### config.mk
export PLATFORM = sky130hd
export DESIGN_NAME = load_store_unit_flat
export DESIGN_NICKNAME = d
export VERILOG_FILES = /design/src/rtl/load_store_unit_if.sv /design/src/rtl/load_store_unit.sv /design/src/flat_wrapper.sv
export SDC_FILE = /design/constraint.sdc
export NUM_CORES = 1
export LEC_CHECK = 0
export CORE_UTILIZATION = 49
export CTS_BUF_LIST = sky130_fd_sc_hd__clkbuf_2
export DETAILED_ROUTE_END_ITERATION = 10
export GPL_ROUTABILITY_DRIVEN = 0
export GPL_TIMING_DRIVEN = 1
export PLACE_DENSITY = 0.88
export SLEW_MARGIN = 0
export SYNTH_ARGS = -nofsm -noshare
export SYNTH_HDL_FRONTEND = slang
export SYNTH_SLANG_ARGS = --single-unit
### constraint.sdc
create_clock -name clk -period 5.7 [get_ports clk]
set_clock_uncertainty 0.05 [all_clocks]
set_input_delay 0.855 -clock clk [delete_from_list [all_inputs] [get_ports clk]]
set_output_delay 0.855 -clock clk [all_outputs]
set_load 0.005 [all_outputs]
### src/rtl/load_store_unit_if.sv
// load_store_unit_if: memory bus between the load/store unit (master) and a memory responder (slave).
interface load_store_unit_if;
    logic        bus_req;
    logic        bus_we;
    logic [31:0] bus_addr;
    logic [3:0]  bus_be;
    logic [31:0] bus_wdata;
    logic        bus_gnt;
    logic        bus_rvalid;
    logic [31:0] bus_rdata;
    modport master (
        output bus_req, bus_we, bus_addr, bus_be, bus_wdata,
        input  bus_gnt, bus_rvalid, bus_rdata
    );
    modport slave (
        input  bus_req, bus_we, bus_addr, bus_be, bus_wdata,
        output bus_gnt, bus_rvalid, bus_rdata
    );
endinterface

### src/rtl/load_store_unit.sv
// load_store_unit: single-outstanding load/store sequencer with alignment checks, lane steering and bus timeout.
module load_store_unit #(
    parameter int unsigned TIMEOUT = 255
) (
    input  logic              clk,
    input  logic              rst_n,
    input  logic              is_load,
    input  logic              mem_write,
    input  logic [2:0]        load_type,
    input  logic              load_unsigned,
    input  logic [2:0]        store_type,
    input  logic [31:0]       addr,
    input  logic [31:0]       wdata,
    output logic              stall,
    output logic [31:0]       rdata,
    output logic              rdata_valid,
    output logic              misalign,
    output logic              bus_err,
    load_store_unit_if.master bus
);
    typedef enum logic [1:0] {IDLE, REQ, WAIT_R, DONE} state_e;
    state_e      state_q, state_d;
    logic [7:0]  cnt_q, cnt_d;
    logic        is_ld_q, is_ld_d, uns_q, uns_d;
    logic [1:0]  sz_q, sz_d, lane_q, lane_d;
    logic        bus_req_q, bus_req_d, bus_we_q, bus_we_d;
    logic [31:0] bus_addr_q, bus_addr_d, bus_wdata_q, bus_wdata_d, rdata_q, rdata_d;
    logic [3:0]  bus_be_q, bus_be_d;
    logic        rdata_valid_q, rdata_valid_d, misalign_q, misalign_d, bus_err_q, bus_err_d;
    logic [1:0]  sz;
    logic        req_in, legal, aligned, accept, expired;
    logic [7:0]  rbyte;
    logic [15:0] rhalf;
    logic [31:0] rext;
    assign req_in  = is_load | mem_write;
    // funct3[1:0] encodes the access size for both loads and stores; bit 2 only marks LBU/LHU
    assign sz      = is_load ? load_type[1:0] : store_type[1:0];
    assign legal   = is_load ? (load_type[1:0] != 2'b11 && load_type[2:1] != 2'b11)
                             : (!store_type[2] && store_type[1:0] != 2'b11);
    assign aligned = sz == 2'b00 || (sz == 2'b01 && !addr[0]) || (sz == 2'b10 && addr[1:0] == 2'b00);
    assign accept  = state_q == IDLE && req_in && legal && aligned;
    assign expired = cnt_q == 8'(TIMEOUT - 1);
    assign rbyte   = 8'(bus.bus_rdata >> {lane_q, 3'b000});
    assign rhalf   = 16'(bus.bus_rdata >> {lane_q[1], 4'b0000});
    assign rext    = sz_q == 2'b00 ? {{24{!uns_q && rbyte[7]}}, rbyte}
                   : sz_q == 2'b01 ? {{16{!uns_q && rhalf[15]}}, rhalf} : bus.bus_rdata;
    always_comb begin
        state_d       = state_q;
        cnt_d         = cnt_q;
        is_ld_d       = is_ld_q;
        uns_d         = uns_q;
        sz_d          = sz_q;
        lane_d        = lane_q;
        bus_req_d     = bus_req_q;
        bus_we_d      = bus_we_q;
        bus_addr_d    = bus_addr_q;
        bus_be_d      = bus_be_q;
        bus_wdata_d   = bus_wdata_q;
        rdata_d       = rdata_q;
        rdata_valid_d = 1'b0;
        misalign_d    = 1'b0;
        bus_err_d     = 1'b0;
        case (state_q)
            IDLE: begin
                if (accept) begin
                    state_d     = REQ;
                    cnt_d       = 8'd0;
                    is_ld_d     = is_load;
                    uns_d       = load_unsigned;
                    sz_d        = sz;
                    lane_d      = addr[1:0];
                    bus_req_d   = 1'b1;
                    bus_we_d    = !is_load;
                    bus_addr_d  = {addr[31:2], 2'b00};
                    bus_be_d    = sz == 2'b00 ? 4'b0001 << addr[1:0]
                                : sz == 2'b01 ? 4'b0011 << {addr[1], 1'b0} : 4'b1111;
                    bus_wdata_d = sz == 2'b00 ? {4{wdata[7:0]}} : sz == 2'b01 ? {2{wdata[15:0]}} : wdata;
                end else if (req_in) begin
                    misalign_d = 1'b1;
                end
            end
            REQ: begin
                // a grant arriving in the timeout cycle still completes the access
                if (bus.bus_gnt) begin
                    bus_req_d = 1'b0;
                    cnt_d     = 8'd0;
                    state_d   = is_ld_q ? WAIT_R : DONE;
                end else if (expired) begin
                    bus_req_d = 1'b0;
                    rdata_d   = 32'd0;
                    bus_err_d = 1'b1;
                    state_d   = IDLE;
                end else begin
                    cnt_d = cnt_q + 8'd1;
                end
            end
            WAIT_R: begin
                if (bus.bus_rvalid) begin
                    rdata_d       = rext;
                    rdata_valid_d = 1'b1;
                    state_d       = DONE;
                end else if (expired) begin
                    rdata_d   = 32'd0;
                    bus_err_d = 1'b1;
                    state_d   = IDLE;
                end else begin
                    cnt_d = cnt_q + 8'd1;
                end
            end
            default: state_d = IDLE;
        endcase
    end
    always_ff @(posedge clk or negedge rst_n) begin
        if (!rst_n) begin
            state_q       <= IDLE;
            cnt_q         <= 8'd0;
            is_ld_q       <= 1'b0;
            uns_q         <= 1'b0;
            sz_q          <= 2'b00;
            lane_q        <= 2'b00;
            bus_req_q     <= 1'b0;
            bus_we_q      <= 1'b0;
            bus_addr_q    <= 32'd0;
            bus_be_q      <= 4'd0;
            bus_wdata_q   <= 32'd0;
            rdata_q       <= 32'd0;
            rdata_valid_q <= 1'b0;
            misalign_q    <= 1'b0;
            bus_err_q     <= 1'b0;
        end else begin
            state_q       <= state_d;
            cnt_q         <= cnt_d;
            is_ld_q       <= is_ld_d;
            uns_q         <= uns_d;
            sz_q          <= sz_d;
            lane_q        <= lane_d;
            bus_req_q     <= bus_req_d;
            bus_we_q      <= bus_we_d;
            bus_addr_q    <= bus_addr_d;
            bus_be_q      <= bus_be_d;
            bus_wdata_q   <= bus_wdata_d;
            rdata_q       <= rdata_d;
            rdata_valid_q <= rdata_valid_d;
            misalign_q    <= misalign_d;
            bus_err_q     <= bus_err_d;
        end
    end
    // the accept-cycle term is combinational, so it is gated to stay low while reset is held
    assign stall         = rst_n && (state_q == REQ || state_q == WAIT_R || accept);
    assign rdata         = rdata_q;
    assign rdata_valid   = rdata_valid_q;
    assign misalign      = misalign_q;
    assign bus_err       = bus_err_q;
    assign bus.bus_req   = bus_req_q;
    assign bus.bus_we    = bus_we_q;
    assign bus.bus_addr  = bus_addr_q;
    assign bus.bus_be    = bus_be_q;
    assign bus.bus_wdata = bus_wdata_q;
endmodule

### src/flat_wrapper.sv
// flat-port wrapper written by rule: the top's interface ports become plain ports
module load_store_unit_flat 
#(
    parameter int unsigned TIMEOUT = 255
)
  (clk, rst_n, is_load, mem_write, load_type, load_unsigned, store_type, addr, wdata, stall, rdata, rdata_valid, misalign, bus_err, bus_bus_req, bus_bus_we, bus_bus_addr, bus_bus_be, bus_bus_wdata, bus_bus_gnt, bus_bus_rvalid, bus_bus_rdata);
  load_store_unit_if bus_i ();
  input  logic clk;
  input  logic rst_n;
  input  logic is_load;
  input  logic mem_write;
  input  logic [2:0] load_type;
  input  logic load_unsigned;
  input  logic [2:0] store_type;
  input  logic [31:0] addr;
  input  logic [31:0] wdata;
  output logic stall;
  output logic [31:0] rdata;
  output logic rdata_valid;
  output logic misalign;
  output logic bus_err;
  output wire logic [$bits(bus_i.bus_req)-1:0] bus_bus_req;
  output wire logic [$bits(bus_i.bus_we)-1:0] bus_bus_we;
  output wire logic [$bits(bus_i.bus_addr)-1:0] bus_bus_addr;
  output wire logic [$bits(bus_i.bus_be)-1:0] bus_bus_be;
  output wire logic [$bits(bus_i.bus_wdata)-1:0] bus_bus_wdata;
  input wire logic [$bits(bus_i.bus_gnt)-1:0] bus_bus_gnt;
  input wire logic [$bits(bus_i.bus_rvalid)-1:0] bus_bus_rvalid;
  input wire logic [$bits(bus_i.bus_rdata)-1:0] bus_bus_rdata;
  assign bus_bus_req = bus_i.bus_req;
  assign bus_bus_we = bus_i.bus_we;
  assign bus_bus_addr = bus_i.bus_addr;
  assign bus_bus_be = bus_i.bus_be;
  assign bus_bus_wdata = bus_i.bus_wdata;
  assign bus_i.bus_gnt = bus_bus_gnt;
  assign bus_i.bus_rvalid = bus_bus_rvalid;
  assign bus_i.bus_rdata = bus_bus_rdata;
  load_store_unit #(.TIMEOUT(TIMEOUT)) u_core (.clk(clk), .rst_n(rst_n), .is_load(is_load), .mem_write(mem_write), .load_type(load_type), .load_unsigned(load_unsigned), .store_type(store_type), .addr(addr), .wdata(wdata), .stall(stall), .rdata(rdata), .rdata_valid(rdata_valid), .misalign(misalign), .bus_err(bus_err), .bus(bus_i));
endmodule
==> results.cfg, run 1 <==
[floorplanning]
coreArea_sq_mm = 0.0114
ioPinCount = 215
die_y_microns = 110
dieArea_sq_mm = 0.0121
die_w_microns = 110
num_rows = 39
initial_core_util_pct = 50.1

[sta]
layout_min_cycle_time_ns = 4.09
finalHoldViolCount = 0
fin_tns_setup_ns = 0
max_freq_mhz = 244
worst_slew_pin_slew_ns = 1.19
whs_ns = 0.175
maxSlewViolCount = 0
setup_viol = 0
grt_setup_unrepaired = false
relSlewSlack_pct = 20.1
fin_crit_sh_pct = 71.8

[global_routing]
overflow = 0
grt_start_max_net_pins = 62
grt_pass1_vias = 5559
busiest_layer = met2
grt_pass1_wl_mm = 26.7
met2_usage_pct = 48.0
gr-usage-met1_pct = 32.8
met3_usage_pct = 11.5
grtUsageTotal_pct = 29.3
grt_antenna_before_repair = 0

[setup_path]
worstSetupPathType = in -> out
critPathCaptureType = output port
r2r_start = u_core.lane_q[1]
r2r_end = u_core.rdata[27]
r2r_cells = 4
reg2reg_slack_ns = 3.03
cp.arrival_ns = 3.19
critPathLaunchType = primary input
crit_start = is_load
cp.required_ns = 4.80
path_max_fanout = 30

[route]
num_vias = 5444
ant_nets = 0
vias_per_cell = 5.68
wl_mm = 17.0
drt-wirelength-per-cell_microns = 17.8
drt_iter0_markers = 419
drc = 0
drt_pass1_iterations = 5

[final_layout]
syn_to_final_growth_pct = 42.7
final_nets = 917
nFillCells = 812
final_util_pct = 71.5
drive_gt1_share_pct = 5.28
diodes = 0

[synth]
synth_area_leaders = dfrtp_1 52%, nand2_1 12%, mux2i_1 4.6%, a221o_1 2.8%, o21ai_1 2.5%
avgSynthCellArea_sq_um = 9.43
synth_cells = 604
synthDistinctLibCells = 47
synth_top_area_share_pct = 52.3
synth_area_sq_mm = 0.00570
synth_edf_count = 0
synth_warnings = 0
yosysMostFrequentCell = nand2_1
synth_flop_cell = dfrtp_1
post-synth-top-area-cell = dfrtp_1
synth_seq_cells = 119
async_flop_share_pct = 100
ys_seq_area_share_pct = 52.3
netlist_top_cells_count = 177 x nand2_1, 119 x dfrtp_1, 29 x o21ai_1

[cts]
clk_pin_slew_ns = 0.17
numCtsBuffers = 17
cts_setup_buffers = 0
ctsRootBufferMaster = clkbuf_2
htree_levels = 4
holdBufCountCts = 0
clk_path_buf_depth = 2
clk_latency_ns = 0.69
clock-sinks = 119
ctsResizeCount = 0
cts_tree = done

[status]
outcome = complete, no violations

[pwr]
ir_worst_vdd_v = 0.000300
powerDensity_mw_per_mm2 = 476
power_frac_comb_pct = 46.0
p_sw_share_pct = 35.3
power.share.clock_pct = 15.3
p_int_uw = 2500
p_leak_uw = 0.00376
p_sw_uw = 1370
pwr-share-seq_pct = 38.7
total_power_uw = 3870

[run]
cap_violations = 0

[place]
port_buffers = 212
dp_hpwl_mm = 12.2

[hold_path]
worstHoldPathType = in -> async
kinds of logic (layout without fill, tap and decap cells):
family,after synthesis,in the layout,synth area share (%)
AOI/OAI and AO/OA,167,167,19.9
adders and majority gates,6,6,1.32
buffers and inverters,51,261,4.13
DFF,119,119,52.3
muxes,34,34,6.35
other,1,2,0.0658
and+or+nand+nor,226,226,15.9
state kept, by name, indices dropped and copies added, names as in the netlist, 2 cells and up:
signal / flops
u_core.cnt_q: 8
u_core.bus.bus_be: 4
u_core.bus.bus_wdata: 32
u_core.state_q: 2
u_core.sz_q: 2
u_core.lane_q: 2
u_core.rdata: 32
u_core.bus.bus_addr: 30
power groups by stage:
stage | combinational (uW) | clock, uW | sequential (uW)
floorplan | 837 | 0 | 1440
global placement | 1700 | 0 | 1480
detailed placement | 1770 | 0 | 1500
CTS | 1780 | 608 | 1490
global route | 1960 | 633 | 1540
finish | 1780 | 592 | 1490
per-layer routing:
| metal | up-vias | part of all wire, % |
|---|---|---|
| met5 | - | 0 |
| met4 | 0 | 3.7 |
| met3 | 49 | 11 |
| met2 | 306 | 48 |
| met1 | 2570 | 37 |
| li1 | 2519 | - |
how the worst max path moves through the flow:
stage	endpoint	slack, ns	cells after the start
final	stall	1.61	7
after global routing	stall	1.52	7
after CTS	stall	1.61	7
after detailed placement	stall	1.62	7
after global placement	stall	1.70	7
after floorplan	stall	2.79	7
stage by stage:
stage	std cells	setup WS (ns)	cell area [sq um]
3_5_place_dp	926	1.62	7870
4_1_cts	958	1.61	8130
3_3_place_gp	926	1.70	7870
2_1_floorplan	605	2.79	5700
6_report	958	1.61	8130
5_1_grt	958	1.52	8130
layout make-up:
class | instances | area (sq um) | area share (%)
clock buffer | 19 | 95.1 | 1.17
clock inverter | 13 | 160 | 1.97
inverter | 11 | 41.3 | 0.508
multi-input combinational | 435 | 2510 | 30.9
sequential | 119 | 2980 | 36.6
tap | 143 | 179 | 2.20
timing repair buffer | 218 | 2160 | 26.6
cell usage in the layout, fill, tap and decap left out, drive strengths merged, types with 3 or more instances in the layout:
cell / instances
clkdlybuf4s50: 211
buf: 7
o21a: 5
and3: 3
mux2: 7
o21ai: 54
and4: 4
o22a: 6
clkbuf: 19
clkinv: 8
nand2: 177
inv: 11
a211oi: 3
a31oi: 8
nor2: 28
nor2b: 3
a22o: 7
ha: 6
bufinv: 4
o22ai: 18
mux2i: 26
a221o: 16
a21oi: 25
a2bb2oi: 7
dfrtp: 119
a21o: 8
critical path: stages:
cell and delay (ns):
clkdlybuf4s50_1 0.68, mux2i_4 0.28, buf_4 0.34, o21a_1 0.25, o21a_2 0.17, o21a_1 0.11
clkdlybuf4s50_1 0.50
Power figures use the tool's default switching activity.
==> run 2, diff against run 1 <==
CORE_UTILIZATION = 41   (was 49)
PLACE_DENSITY = 0.78   (was 0.88)
clock period = 3.4 ns   (was 5.7 ns; I/O delays follow)
==> results.cfg, run 2 (synthesis results as in run 1) <==
[sta]
maxSlewViolCount = 0
setup_viol = 0
worst_slew_pin_slew_ns = 0.924
finalHoldViolCount = 0
max_freq_mhz = 315
grt_setup_unrepaired = false
layout_min_cycle_time_ns = 3.18
relSlewSlack_pct = 38.4
fin_crit_sh_pct = 93.4
whs_ns = 0.180
fin_tns_setup_ns = 0

[route]
drt-wirelength-per-cell_microns = 17.4
drt_iter0_markers = 342
ant_nets = 0
drt_pass1_iterations = 5
num_vias = 5441
drc = 0
wl_mm = 17.4
vias_per_cell = 5.46

[place]
port_buffers = 212
placedCellCount = 963
dp_hpwl_mm = 12.7

[floorplanning]
ioPinCount = 215
num_rows = 42
die_y_microns = 120
coreArea_sq_mm = 0.0134
initial_core_util_pct = 42.5
die_w_microns = 120
dieArea_sq_mm = 0.0144

[cts]
ctsRootBufferMaster = clkbuf_2
clk_latency_ns = 0.70
clk_pin_slew_ns = 0.17
cts_tree = done
cts_setup_buffers = 0
clock-sinks = 119
htree_levels = 4
clk_path_buf_depth = 2
numCtsBuffers = 17

[setup_path]
critPathCaptureType = output port
r2r_cells = 4
path_max_fanout = 13
slowest_delay_ns = 0.50
cp.arrival_ns = 2.62
r2r_start = u_core.lane_q[1]
r2r_end = u_core.rdata[21]
cp.required_ns = 2.84
worstSetupPathType = reg -> out
cp_common_cell = o21a_1
crit_chain = inv_1 > ha_2 > o21a_1 > o21a_2 > o21a_1 > clkdlybuf4s50_1
crit_slowest_cell = clkdlybuf4s50_1
critPathLaunchType = register
reg2reg_slack_ns = 0.76

[final_layout]
final_util_pct = 61.6
instances_no_fill = 997
nFillCells = 1126
final_cell_mix = 211 x clkdlybuf4s50_1, 177 x nand2_1, 119 x dfrtp_1
drive_gt1_share_pct = 5.98
final_common_cell = clkdlybuf4s50_1
syn_to_final_growth_pct = 44.9
final_nets = 922

[hold_path]
worstHoldPathType = in -> async

[global_routing]
met2_usage_pct = 42.3
grt_pass1_wl_mm = 28.3
met3_usage_pct = 10.2
grt_pass1_vias = 5626
grt_antenna_before_repair = 1
busiest_layer = met2
grt_start_max_net_pins = 53
gr-usage-met1_pct = 28.8
overflow = 0
grtUsageTotal_pct = 25.4

[pwr]
powerDensity_mw_per_mm2 = 796
total_power_uw = 6570
p_leak_uw = 0.00380
ir_worst_vdd_v = 0.000412

[run]
cap_violations = 0

[status]
outcome = complete, no violations
## run 2: changes by cell type in the layout (fill, tap and decap cells not counted)
cell | previous run | this run
ha_2 | 0 | 1
bufinv_16 | 4 | 5
diode_2 | 0 | 1
clkinv_1 | 6 | 5
dlygate4sd3_1 | 0 | 1
clkbuf_2 | 19 | 20
buf_12 | 0 | 1
buf_4 | 7 | 10
clkinv_2 | 2 | 1
ha_1 | 6 | 5
## run 2: layer usage
metal	wire length [microns]	up-vias
met4	401	0
met1	6650	2627
met5	0	-
met3	1820	33
met2	8520	258
li1	-	2523
## run 2: how the worst max path moves through the flow
stage,start,to,slack (ns),cells past startpoint
6_report,u_core.state_q[1],stall,0.22,6
5_1_grt,u_core.state_q[0],stall,0.10,6
4_1_cts,u_core.state_q[1],stall,0.04,6
3_5_place_dp,is_load,stall,0.39,6
3_3_place_gp,is_load,stall,0.43,6
2_1_floorplan,is_load,stall,1.18,7
## run 2: layout make-up
| cell class | count | area [sq um] | area share [%] |
|---|---|---|---|
| multi-input cells | 435 | 2510 | 30.4 |
| clock buffers | 20 | 100 | 1.21 |
| diodes | 1 | 2.50 | 0.0303 |
| inverters | 11 | 41.3 | 0.500 |
| well taps | 176 | 220 | 2.67 |
| clock inverters | 12 | 181 | 2.20 |
| flip-flops and latches | 119 | 2980 | 36.1 |
| repair buffers | 223 | 2220 | 26.9 |
## run 2: worst max-delay path: cells and delay by family, from the launching register on
kind	cells	cell delay, ns
AOI/OAI and AO/OA	3	0.51
adders and majority gates	1	0.35
buffers and inverters	2	0.62
DFF	1	0.44
## run 2: power breakdown
part	total (uW)	switching [uW]	internal, uW
Clock	1080	527	553
Combinational	3000	1280	1720
Sequential	2480	469	2010
Total	6570	2280	4290
## run 2: per-stage QoR
step | worst slack [ns] | area, sq um
finish | 0.223 | 8250
global route | 0.100 | 8250
CTS | 0.0357 | 8250
detailed placement | 0.386 | 7950
global placement | 0.430 | 7950
floorplan | 1.18 | 5700
## run 2: timing repair
action / CTS / global route
resized for setup: 0 / 1
setup endpoints to repair: 0 / 1
hold endpoints to repair: 25 / 0
hold buffers: 1 / 0
==> run 3, diff against run 2 <==
CORE_MARGIN = 5   (was default)
==> results.cfg, run 3 (synthesis results as in run 1) <==
[status]
outcome = complete, no violations

[final_layout]
drive_gt1_share_pct = 6.11
syn_to_final_growth_pct = 44.1
final_nets = 921
diodes = 0
final_common_cell = clkdlybuf4s50_1
final_cell_mix = 211 x clkdlybuf4s50_1, 177 x nand2_1, 119 x dfrtp_1

[cts]
ctsRootBufferMaster = clkbuf_2
clock-sinks = 119
clk_path_buf_depth = 2
cts_tree = done
numCtsBuffers = 17
clk_latency_ns = 0.72
cts_setup_buffers = 0
htree_levels = 4
clk_pin_slew_ns = 0.17

[setup_path]
worstSetupPathType = reg -> out
cp.required_ns = 2.84
cp.arrival_ns = 2.55
critPathLaunchType = register
reg2reg_slack_ns = 0.78
path_max_fanout = 13
critPathCaptureType = output port

[sta]
grt_setup_unrepaired = false
worst_slew_pin_slew_ns = 0.927
fin_ws_ns = 0.292
maxSlewViolCount = 0
relSlewSlack_pct = 38.2
max_freq_mhz = 322
setup_viol = 0
fin_crit_sh_pct = 91.4
layout_min_cycle_time_ns = 3.11
fin_tns_setup_ns = 0
finalHoldViolCount = 0

[global_routing]
grt_pass1_vias = 5402
grt_pass1_wl_mm = 28.6
grt_start_max_net_pins = 93
grtUsageTotal_pct = 22.4
overflow = 0
grt_antenna_before_repair = 1

[floorplanning]
dieArea_sq_mm = 0.0163
die_w_microns = 128
coreArea_sq_mm = 0.0138
initial_core_util_pct = 41.4
ioPinCount = 215
num_rows = 43
die_y_microns = 128

[route]
vias_per_cell = 5.50
drc = 0
num_vias = 5496
ant_nets = 0
drt_pass1_iterations = 5
drt-wirelength-per-cell_microns = 18.3
drt_iter0_markers = 328
wl_mm = 18.3

[hold_path]
worstHoldPathType = in -> async

[place]
port_buffers = 212
post-place-ws_ns = 0.383
dp_hpwl_mm = 13.5

[pwr]
powerDensity_mw_per_mm2 = 788
ir_worst_vdd_v = 0.000362
p_leak_uw = 0.00378

[run]
cap_violations = 0
[run 3: final timing paths]
path                                    startpoint                      end  cells past startpoint
min in group clk                          addr[20]  u_core.bus.bus_addr[20]                      3
max in group asynchronous                    rst_n     u_core.bus.bus_be[1]                      3
hold / removal                               rst_n       u_core.bus.bus_req                      2
setup reg to reg                   u_core.cnt_q[0]         u_core.rdata[30]                      7
setup / recovery                 u_core.state_q[0]                    stall                      6
hold reg to reg            u_core.bus.bus_addr[28]  u_core.bus.bus_addr[28]                      2
[run 3: cell type report]
| cell class | instances | area, sq um |
|---|---|---|
| well taps | 180 | 225 |
| clock inverters | 12 | 134 |
| flip-flops and latches | 119 | 2980 |
| repair buffers | 222 | 2210 |
| multi-input cells | 435 | 2520 |
| inverters | 11 | 41.3 |
| fillers | 1194 | 5570 |
| clock buffers | 20 | 100 |
[run 3: metrics by stage]
step	hold slack (ns)	total power, uW	instances	util, %	cell area, sq um
after floorplan	0.164	3810	605	-	5700
after global placement	0.392	5420	966	57.7	7950
after detailed placement	0.393	5530	966	57.7	7950
after CTS	0.132	6500	999	59.5	8200
after global routing	0.125	6940	999	59.6	8210
final	0.167	6470	999	59.6	8210
[run 3: where the power goes]
group / leakage, uW / internal, uW / switching [uW]
Sequential: 0.00149 / 2020 / 425
Combinational: 0.00214 / 1740 / 1350
Clock: 0.000150 / 405 / 526
Total: 0.00378 / 4160 / 2310
[run 3: routing by layer]
| metal | vias up | share of wire, % | GRT usage (%) |
|---|---|---|---|
| li1 | 2532 | - | - |
| met1 | 2573 | 38 | 26.2 |
| met2 | 340 | 46 | 35.4 |
| met3 | 49 | 13 | 11.5 |
| met4 | 2 | 2.5 | 8.24 |
| met5 | - | 0.071 | 0 |
[run 3: repair_timing]
item                                    4_1_cts  5_1_grt
hold endpoints to repair                     23        0
hold buffers                                  1        0
endpoints found under the setup margin        1        1
resized for setup                             1        1
[run 3: critical path, stage by stage (launching register included)]
cell and delay, ns:
dfrtp_1 0.44, inv_1 0.15, ha_4 0.26, o21a_1 0.23
o21a_2 0.16, o21a_1 0.10, clkdlybuf4s50_1 0.49
